## src/rtl/iob_rr_arbiter.sv

```systemverilog
// Round-robin arbiter: grants one of N requesters, holds the grant until the owner
// releases it, then rotates priority so the search starts just past the last owner.
module iob_rr_arbiter #(
  parameter  int N   = 4,
  localparam int N_W = (N > 1) ? $clog2(N) : 1
) (
  input  logic           clk_i,
  input  logic           arst_n_i,
  input  logic           cke_i,
  input  logic [N-1:0]   req_i,
  input  logic           release_i,
  output logic [N-1:0]   grant_o,
  output logic [N_W-1:0] grant_id_o,
  output logic           grant_valid_o
);

  typedef enum logic [0:0] {
    IDLE = 1'b0,
    BUSY = 1'b1
  } state_t;

  state_t         r_state;
  logic [N_W-1:0] r_last;
  logic [N-1:0]   r_grant;
  logic [N_W-1:0] r_grant_id;
  logic           r_grant_valid;

  logic [N-1:0]   w_mask;
  logic [N-1:0]   w_masked;
  logic [N_W-1:0] w_sel;
  logic           w_release;

  function automatic logic [N_W-1:0] lowest_idx(input logic [N-1:0] vec);
    logic [N_W-1:0] idx;
    idx = '0;
    for (int k = N - 1; k >= 0; k--) begin
      if (vec[k]) begin
        idx = k[N_W-1:0];
      end
    end
    return idx;
  endfunction

  // Priority mask above the last owner, masked-then-unmasked pick, release detect.
  always_comb begin
    w_mask = '0;
    for (int k = 0; k < N; k++) begin
      if (k[N_W-1:0] > r_last) begin
        w_mask[k] = 1'b1;
      end else begin
        w_mask[k] = 1'b0;
      end
    end
    w_masked = req_i & w_mask;
    if (w_masked != '0) begin
      w_sel = lowest_idx(w_masked);
    end else begin
      w_sel = lowest_idx(req_i);
    end
    w_release = release_i | ~req_i[r_grant_id];
  end

  // Arbitration FSM with registered grant outputs; cke_i low freezes everything.
  always_ff @(posedge clk_i or negedge arst_n_i) begin
    if (!arst_n_i) begin
      r_state       <= IDLE;
      r_last        <= N_W'(N - 1);
      r_grant       <= '0;
      r_grant_id    <= '0;
      r_grant_valid <= 1'b0;
    end else if (cke_i) begin
      case (r_state)
        IDLE: begin
          if (req_i != '0) begin
            r_grant       <= {{(N-1){1'b0}}, 1'b1} << w_sel;
            r_grant_id    <= w_sel;
            r_grant_valid <= 1'b1;
            r_state       <= BUSY;
          end
        end
        BUSY: begin
          if (w_release) begin
            r_last        <= r_grant_id;
            r_grant       <= '0;
            r_grant_id    <= '0;
            r_grant_valid <= 1'b0;
            r_state       <= IDLE;
          end
        end
        default: begin
          r_grant       <= '0;
          r_grant_id    <= '0;
          r_grant_valid <= 1'b0;
          r_state       <= IDLE;
        end
      endcase
    end
  end

  assign grant_o       = r_grant;
  assign grant_id_o    = r_grant_id;
  assign grant_valid_o = r_grant_valid;

endmodule

```

## config.mk

```make
export PLATFORM = sky130hd
export DESIGN_NAME = iob_rr_arbiter
export DESIGN_NICKNAME = d
export VERILOG_FILES = /design/src/rtl/iob_rr_arbiter.sv
export SDC_FILE = /design/constraint.sdc
export NUM_CORES = 1
export LEC_CHECK = 0
export BUFFER_PORTS_ARGS = -buffer_cell sky130_fd_sc_hd__buf_2
export CORE_ASPECT_RATIO = 1.1
export CORE_MARGIN = 5
export CORE_UTILIZATION = 30
export CTS_CLUSTER_SIZE = 40
export DETAILED_ROUTE_END_ITERATION = 12
export HOLD_SLACK_MARGIN = 0.1
export PLACE_DENSITY = 0.53
export RECOVER_POWER = 25
export SLEW_MARGIN = 40
export SYNTH_ARGS = -nofsm -noshare
export SYNTH_HDL_FRONTEND = slang
export SYNTH_SLANG_ARGS = --single-unit
```

## constraint.sdc

```tcl
create_clock -name clk_i -period 1.3 [get_ports clk_i]
set_input_delay 0.065 -clock clk_i [delete_from_list [all_inputs] [get_ports clk_i]]
set_output_delay 0.065 -clock clk_i [all_outputs]
set_load 0.02 [all_outputs]
```

Yosys cells after proc, flatten, opt, wreduce, memory -nomap -nowiden
Index checks and enable logic that the tools add are counted.
- output and inout port bits: 7
- register bits: 10
- word-level logic and storage cells: 48
- input port bits: 8
- reduce and logical (&&, ||, !) cells: 4
- muxes and demuxes: 27
- $lt $le $gt $ge: 5
- shift operators: 1
- bitwise operators: 4
- eq/ne operators: 2
- operator list (operator ; count):
    2-bit 2-to-1 mux ; 11
    1-bit 2-to-1 mux ; 9
    4-bit 2-to-1 mux ; 2
    4-bit one-hot mux with 2 select lines ; 1
    4-bit nonzero test ; 2
    3-bit AND reduction ; 2
    4-bit AND ; 1
    1-bit by 2-bit > comparator with 1-bit output (first input constant) ; 2
    2-bit > comparator (first input constant) ; 2
    1-bit one-hot mux with 2 select lines ; 2
    2-bit one-hot mux with 2 select lines ; 1
    1-bit by 2-bit left shift with 4-bit output (first input constant) ; 1
    2-bit by 3-bit less-than comparator with 1-bit output (second input constant) ; 1
    1-bit binary-select mux with 2-bit select ; 1
    2-bit by 1-bit != test with 1-bit output (second input constant) ; 1
    2-bit != test (second input constant) ; 1
    1-bit NOT ; 2
    1-bit OR ; 1

Depth between registers and ports, before layout
- depth in word-level cells: 11
- gate-level depth with buffers: 4
- gate-level depth less buffers: 4

Worst setup path before layout
Ideal clock, no wire load.
- path kind: reg-to-reg
- start: reg r_grant_id[0], in the netlist grant_id_o[0]
- end: reg r_last[0]
- required time: 1.218 ns
- cell stages (with the launch flop): 5
- setup slack: -0.178 ns
- buffers on the path: 0
- clock period less this slack: 1.478 ns
- data arrival time: 1.396 ns
- library setup time: 0.082 ns
- path through: dfrtp_1 inv_1 o31a_1 o311ai_4 mux2_4
- word-level cells in the longest chain between the ends: 5
- RTL lines (what ; RTL line ; RTL):
    start: declaration ; 25 ; logic [N_W-1:0] r_grant_id;
    start signal: assignment ; 76 ; r_grant_id <= w_sel;
    1-bit binary-select mux with 2-bit select ; 60 ; w_release = release_i | ~req_i[r_grant_id];
    1-bit 2-to-1 mux (implied by the code) ; 60 ;
    1-bit NOT ; 60 ;
    1-bit OR ; 60 ;
    3-bit AND reduction (no source line) ; - ;
    end signal: assignment ; 67 ; r_last <= N_W'(N - 1);
    end signal: assignment ; 83 ; r_last <= r_grant_id;
    end: declaration ; 23 ; logic [N_W-1:0] r_last;
Parallel ways exist; a longest one is shown, timed or not. The select of a mux whose other input is x is not followed.
A chain may end at the register's enable or synchronous reset.

Final worst setup path
- start: reg r_last[0]
- end: reg r_grant[1], in the netlist grant_o[1]
- word-level cells in the longest chain between the ends: 11
- elaborated cells between the ends (all ways): 18
- those cells by class: 4 x order compare; 1 x shift; 11 x mux; 1 x bitwise; 1 x reduce/logical
- RTL lines (what ; RTL line ; RTL):
    2-bit > comparator ; 48 ; if (k[N_W-1:0] > r_last) begin
    1-bit 2-to-1 mux ; 48 ;
    4-bit AND (*) ; 54 ; w_masked = req_i & w_mask;
    2-bit 2-to-1 mux (4 in series) ; 37 ; if (vec[k]) begin
    2-bit 2-to-1 mux (*) ; 55 ; if (w_masked != '0) begin
    1-bit by 2-bit left shift with 4-bit output (*) ; 75 ; r_grant <= {{(N-1){1'b0}}, 1'b1} << w_sel;
    4-bit 2-to-1 mux (*) ; 74 ; if (req_i != '0) begin
    4-bit one-hot mux with 2 select lines (*) ; 72 ; case (r_state)
    end signal: assignment ; 75 ;
    end: declaration ; 24 ; logic [N-1:0] r_grant;
Mark *: on every way between the ends. The rest lies on a longest branch, timed or not. The select of a mux whose other input is x is not followed.

==> impl_metrics.prom <==
# TYPE chip_impl_metric gauge
chip_impl_info{name="status",value="finished with violations"} 1
chip_impl_info{name="failed_checks",value="negative setup slack"} 1
chip_impl_info{name="rsz0062_at_grt",value="yes"} 1
chip_impl_metric{name="grt_max_degree",unit=""} 11
chip_impl_info{name="start_kind",value="flop"} 1
chip_impl_metric{name="synth_simple_gate_area_share",unit="%"} 8.56
chip_impl_metric{name="power.share.combinational",unit="%"} 49.4
chip_impl_metric{name="grt_util_all_layers",unit="%"} 9.69
chip_impl_info{name="worst_min_path_class",value="in -> reg"} 1
chip_impl_metric{name="synth-compound-area-share",unit="%"} 32.6
chip_impl_metric{name="crit_cells",unit=""} 4
chip_impl_metric{name="power.leakage",unit="nW"} 0.379
chip_impl_info{name="root_buffer",value="sky130_fd_sc_hd__clkbuf_4"} 1
chip_impl_metric{name="detailedRoute.firstIterationViolations",unit=""} 10
chip_impl_metric{name="grt_pass1_vias",unit=""} 471
chip_impl_metric{name="fp-row-count",unit=""} 16
chip_impl_metric{name="drt_first_pass_iters",unit=""} 4
chip_impl_metric{name="number_of_fill_cells_in_the_layout",unit=""} 172
chip_impl_info{name="critical_path_capture_point_type",value="flop"} 1
chip_impl_metric{name="sequential_area_share_after_synthesis",unit="%"} 46.8
chip_impl_metric{name="finalCriticalPeriod",unit="ns"} 1.47
chip_impl_metric{name="fp.coreArea",unit="sq um"} 1740
chip_impl_metric{name="skew",unit="ns"} 0.00477
chip_impl_metric{name="worst_skew_late_latency",unit="ns"} 0.27
chip_impl_metric{name="seqPwrFrac",unit="%"} 33.9
chip_impl_metric{name="cts.sink_count",unit=""} 10
chip_impl_metric{name="post_synth_inst_count",unit=""} 44
chip_impl_metric{name="hold_violations",unit=""} 0
chip_impl_info{name="cpLargestDelayFamily",value="compound AO/OA/AOI/OAI gates"} 1
chip_impl_metric{name="wl_per_cell",unit="um"} 14.5
chip_impl_metric{name="floorplan.initialDensity",unit="%"} 31.0
chip_impl_metric{name="netSwitchingFraction",unit="%"} 37.6
chip_impl_info{name="cts_tree",value="done"} 1
chip_impl_metric{name="gp_congestion",unit=""} 0.705
chip_impl_metric{name="post-dp-hpwl",unit="um"} 979
chip_impl_metric{name="worst-r2r-cell-count",unit=""} 4
chip_impl_metric{name="io_buffer_count",unit=""} 14
chip_impl_metric{name="critical_path.max_stage_delay",unit="ns"} 0.56
chip_impl_metric{name="total_switching_power",unit="mW"} 0.640
chip_impl_metric{name="p_int",unit="mW"} 1.06
chip_impl_info{name="r2r-start",value="r_last[0]"} 1
chip_impl_metric{name="synth.area.mux_share",unit="%"} 9.26
chip_impl_metric{name="wirelength",unit="mm"} 1.35
chip_impl_metric{name="clk_pin_slew",unit="ns"} 0.07
chip_impl_metric{name="wire_length_of_the_first_global_routing_pass",unit="mm"} 1.99
chip_impl_metric{name="antenna_violations_before_repair",unit=""} 0
chip_impl_metric{name="worst_ep_required_time",unit="ns"} 1.46
chip_impl_metric{name="design_power_total",unit="mW"} 1.70
chip_impl_metric{name="timing.fmax",unit="GHz"} 0.682
chip_impl_metric{name="total_grt_overflow",unit=""} 0
chip_impl_metric{name="p_clk_share",unit="%"} 16.7
chip_impl_metric{name="ys_seq_elements",unit=""} 10
chip_impl_metric{name="synth.yosys.warnings",unit=""} 0
chip_impl_metric{name="ant_nets",unit=""} 0
chip_impl_info{name="layout.cells.most_common",value="sky130_fd_sc_hd__buf_2"} 1
chip_impl_metric{name="cts_buffer_depth",unit=""} 2
chip_impl_metric{name="reg2reg_slack",unit="ns"} -0.17
chip_impl_info{name="path_cells",value="nand2b_4 > o21ai_2 > a221o_1 > a32o_1"} 1
chip_impl_metric{name="ys_types",unit=""} 24
chip_impl_metric{name="finish.cell_count_without_fillers",unit=""} 93
chip_impl_metric{name="tightest_slew",unit="ns"} 0.572
chip_impl_metric{name="fin_nets",unit=""} 84
chip_impl_metric{name="area_enclosed_by_the_die_boundary",unit="sq um"} 2750
chip_impl_metric{name="syn_area",unit="sq um"} 541
chip_impl_metric{name="total_vias_in_the_final_route",unit=""} 512
chip_impl_info{name="mostFrequentLayoutCells",value="sky130_fd_sc_hd__buf_2 (13), sky130_fd_sc_hd__buf_4 (10), sky130_fd_sc_hd__dfrtp_1 (6), sky130_fd_sc_hd__inv_1 (4), sky130_fd_sc_hd__a32o_1 (4)"} 1
chip_impl_info{name="worst_path_cell_with_the_longest_stage_delay",value="sky130_fd_sc_hd__dfstp_2"} 1
chip_impl_metric{name="hold_slack",unit="ns"} 0.291
chip_impl_metric{name="share_of_cells_above_drive_strength_1",unit="%"} 53.3
chip_impl_metric{name="cts-buffers-inserted",unit=""} 3
chip_impl_metric{name="postSynthAreaPerCell",unit="sq um"} 12.3
chip_impl_metric{name="detail_route.drc_violations",unit=""} 0
chip_impl_info{name="worst_r2r_endpoint",value="grant_o[1]"} 1
chip_impl_metric{name="placedCellCount",unit=""} 85
chip_impl_metric{name="critical_path.max_fanout",unit=""} 4
chip_impl_metric{name="antenna-diode-count",unit=""} 0
chip_impl_metric{name="peakVddDrop",unit="mV"} 1.13
chip_impl_info{name="critical_path_class",value="reg -> reg"} 1
chip_impl_metric{name="yosys.area_share.adder",unit="%"} 0
chip_impl_metric{name="synthesis.nets",unit=""} 52
chip_impl_metric{name="power.density",unit="nW/um^2"} 2130
chip_impl_metric{name="die_h",unit="um"} 54.5
chip_impl_metric{name="ioPinCount",unit=""} 15
chip_impl_metric{name="maxSlewViolCount",unit=""} 0
chip_impl_info{name="synth_top_family_by_area",value="compound AO/OA/AOI/OAI gates"} 1
chip_impl_metric{name="detail_route.vias_per_cell",unit=""} 5.51
chip_impl_metric{name="cap_viol_max_count",unit=""} 0
chip_impl_info{name="critPathLaunch",value="r_last[0]"} 1
chip_impl_metric{name="worstPathArrival",unit="ns"} 1.62
chip_impl_metric{name="area_growth_syn_to_layout",unit="%"} 47.9
chip_impl_info{name="critical_path.endpoint",value="grant_o[1]"} 1
chip_impl_metric{name="cts_htree_levels",unit=""} 1
chip_impl_metric{name="final-setup-viol-count",unit=""} 10
chip_impl_metric{name="path_buf_inv",unit=""} 0
chip_impl_metric{name="fin_ws",unit="ns"} -0.167
chip_impl_metric{name="period_share",unit="%"} 113
chip_impl_metric{name="fp.dieW",unit="um"} 50.5
chip_impl_metric{name="relSlewSlack",unit="%"} 61.9
chip_impl_metric{name="yosys.area_share.xor_xnor",unit="%"} 0
cell type report:
| class | instances | area [sq um] | share of cell area (%) |
|---|---|---|---|
| tap | 18 | 22.5 | 2.82 |
| timing repair buffer | 26 | 164 | 20.5 |
| inverter | 4 | 15.0 | 1.88 |
| sequential | 10 | 255 | 31.9 |
| multi-input combinational | 31 | 307 | 38.3 |
| clock buffer | 4 | 36.3 | 4.54 |
cell usage after synthesis, drive strengths merged:
master  count  area (sq um)
a31o        1          8.76
and2        1          6.26
mux2        2          30.0
nor2        3          11.3
a32o        4          40.0
a221oi      1          8.76
o31a        1          8.76
a21boi      1          7.51
o21ai       1          5.00
a311oi      1          8.76
o311ai      1          26.3
o22ai       1          6.26
a21o        2          15.0
o41ai       1          16.3
dfrtp       8           200
mux2i       2          20.0
dfstp       2          52.6
or2         1          6.26
inv         4          15.0
or2b        1          8.76
a211oi      2          15.0
nor3b       1          7.51
a221o       1          10.0
nand2b      1          6.26
power groups by stage:
stage	combinational (mW)	clock [mW]	sequential, mW
finish	0.841	0.284	0.577
global route	0.909	0.309	0.595
CTS	0.800	0.292	0.572
detailed placement	0.789	0	0.578
global placement	0.792	0	0.574
floorplan	0.343	0	0.709
flip-flops by register name, indices dropped and copies added, names as in the netlist:
register	flops
grant_valid_o	1
r_last	2
grant_o	4
r_state	1
grant_id_o	2
kinds of logic (layout without fill, tap and decap cells):
logic type / after synthesis / in the layout
compound gates: 18 / 19
buf+inv: 4 / 34
flops: 10 / 10
mux: 4 / 4
simple gates: 8 / 8
how the worst min path moves through the flow:
stage                     startpoint       endpoint  slack, ns  depth (start not counted)
final                      release_i        r_state       0.29                          3
after global routing       release_i        r_state       0.31                          3
after CTS                   arst_n_i        r_state       0.19                          2
after detailed placement    arst_n_i     grant_o[2]      -0.06                          1
after global placement      arst_n_i     grant_o[2]      -0.06                          1
after floorplan             arst_n_i  grant_id_o[0]      -0.23                          0
stage by stage:
stage,setup slack (ns),util [%],area [sq um],TNS (ns)
2_1_floorplan,-0.115,-,554,-0.527
3_3_place_gp,-0.160,41.0,714,-0.945
3_5_place_dp,-0.162,41.0,714,-0.956
4_1_cts,-0.143,44.3,771,-1.07
5_1_grt,-0.207,45.9,800,-1.64
6_report,-0.167,45.9,800,-1.02
per-layer routing:
| metal | GRT usage (%) | share of wire, % | vias to the layer above |
|---|---|---|---|
| met2 | 14.7 | 51 | 17 |
| met3 | 2.45 | 6.1 | 2 |
| li1 | - | - | 244 |
| met4 | 6.38 | 1.4 | 0 |
| met5 | 0 | 0 | - |
| met1 | 12.2 | 42 | 249 |
timing repair:
action,in CTS,in global routing
gates cloned,0,1
hold buffers,2,0
endpoints found under the hold margin,11,0
buffers inserted,0,1
resized for setup,0,1
pin swaps,4,4
setup endpoints to repair,10,10
worst reg2reg max path: stages, from the launching register on:
cell,delay (ns)
sky130_fd_sc_hd__dfstp_2,0.56
sky130_fd_sc_hd__nand2b_4,0.14
sky130_fd_sc_hd__o21ai_2,0.06
sky130_fd_sc_hd__a221o_1,0.37
sky130_fd_sc_hd__a32o_1,0.22
Power figures use the tool's default switching activity.
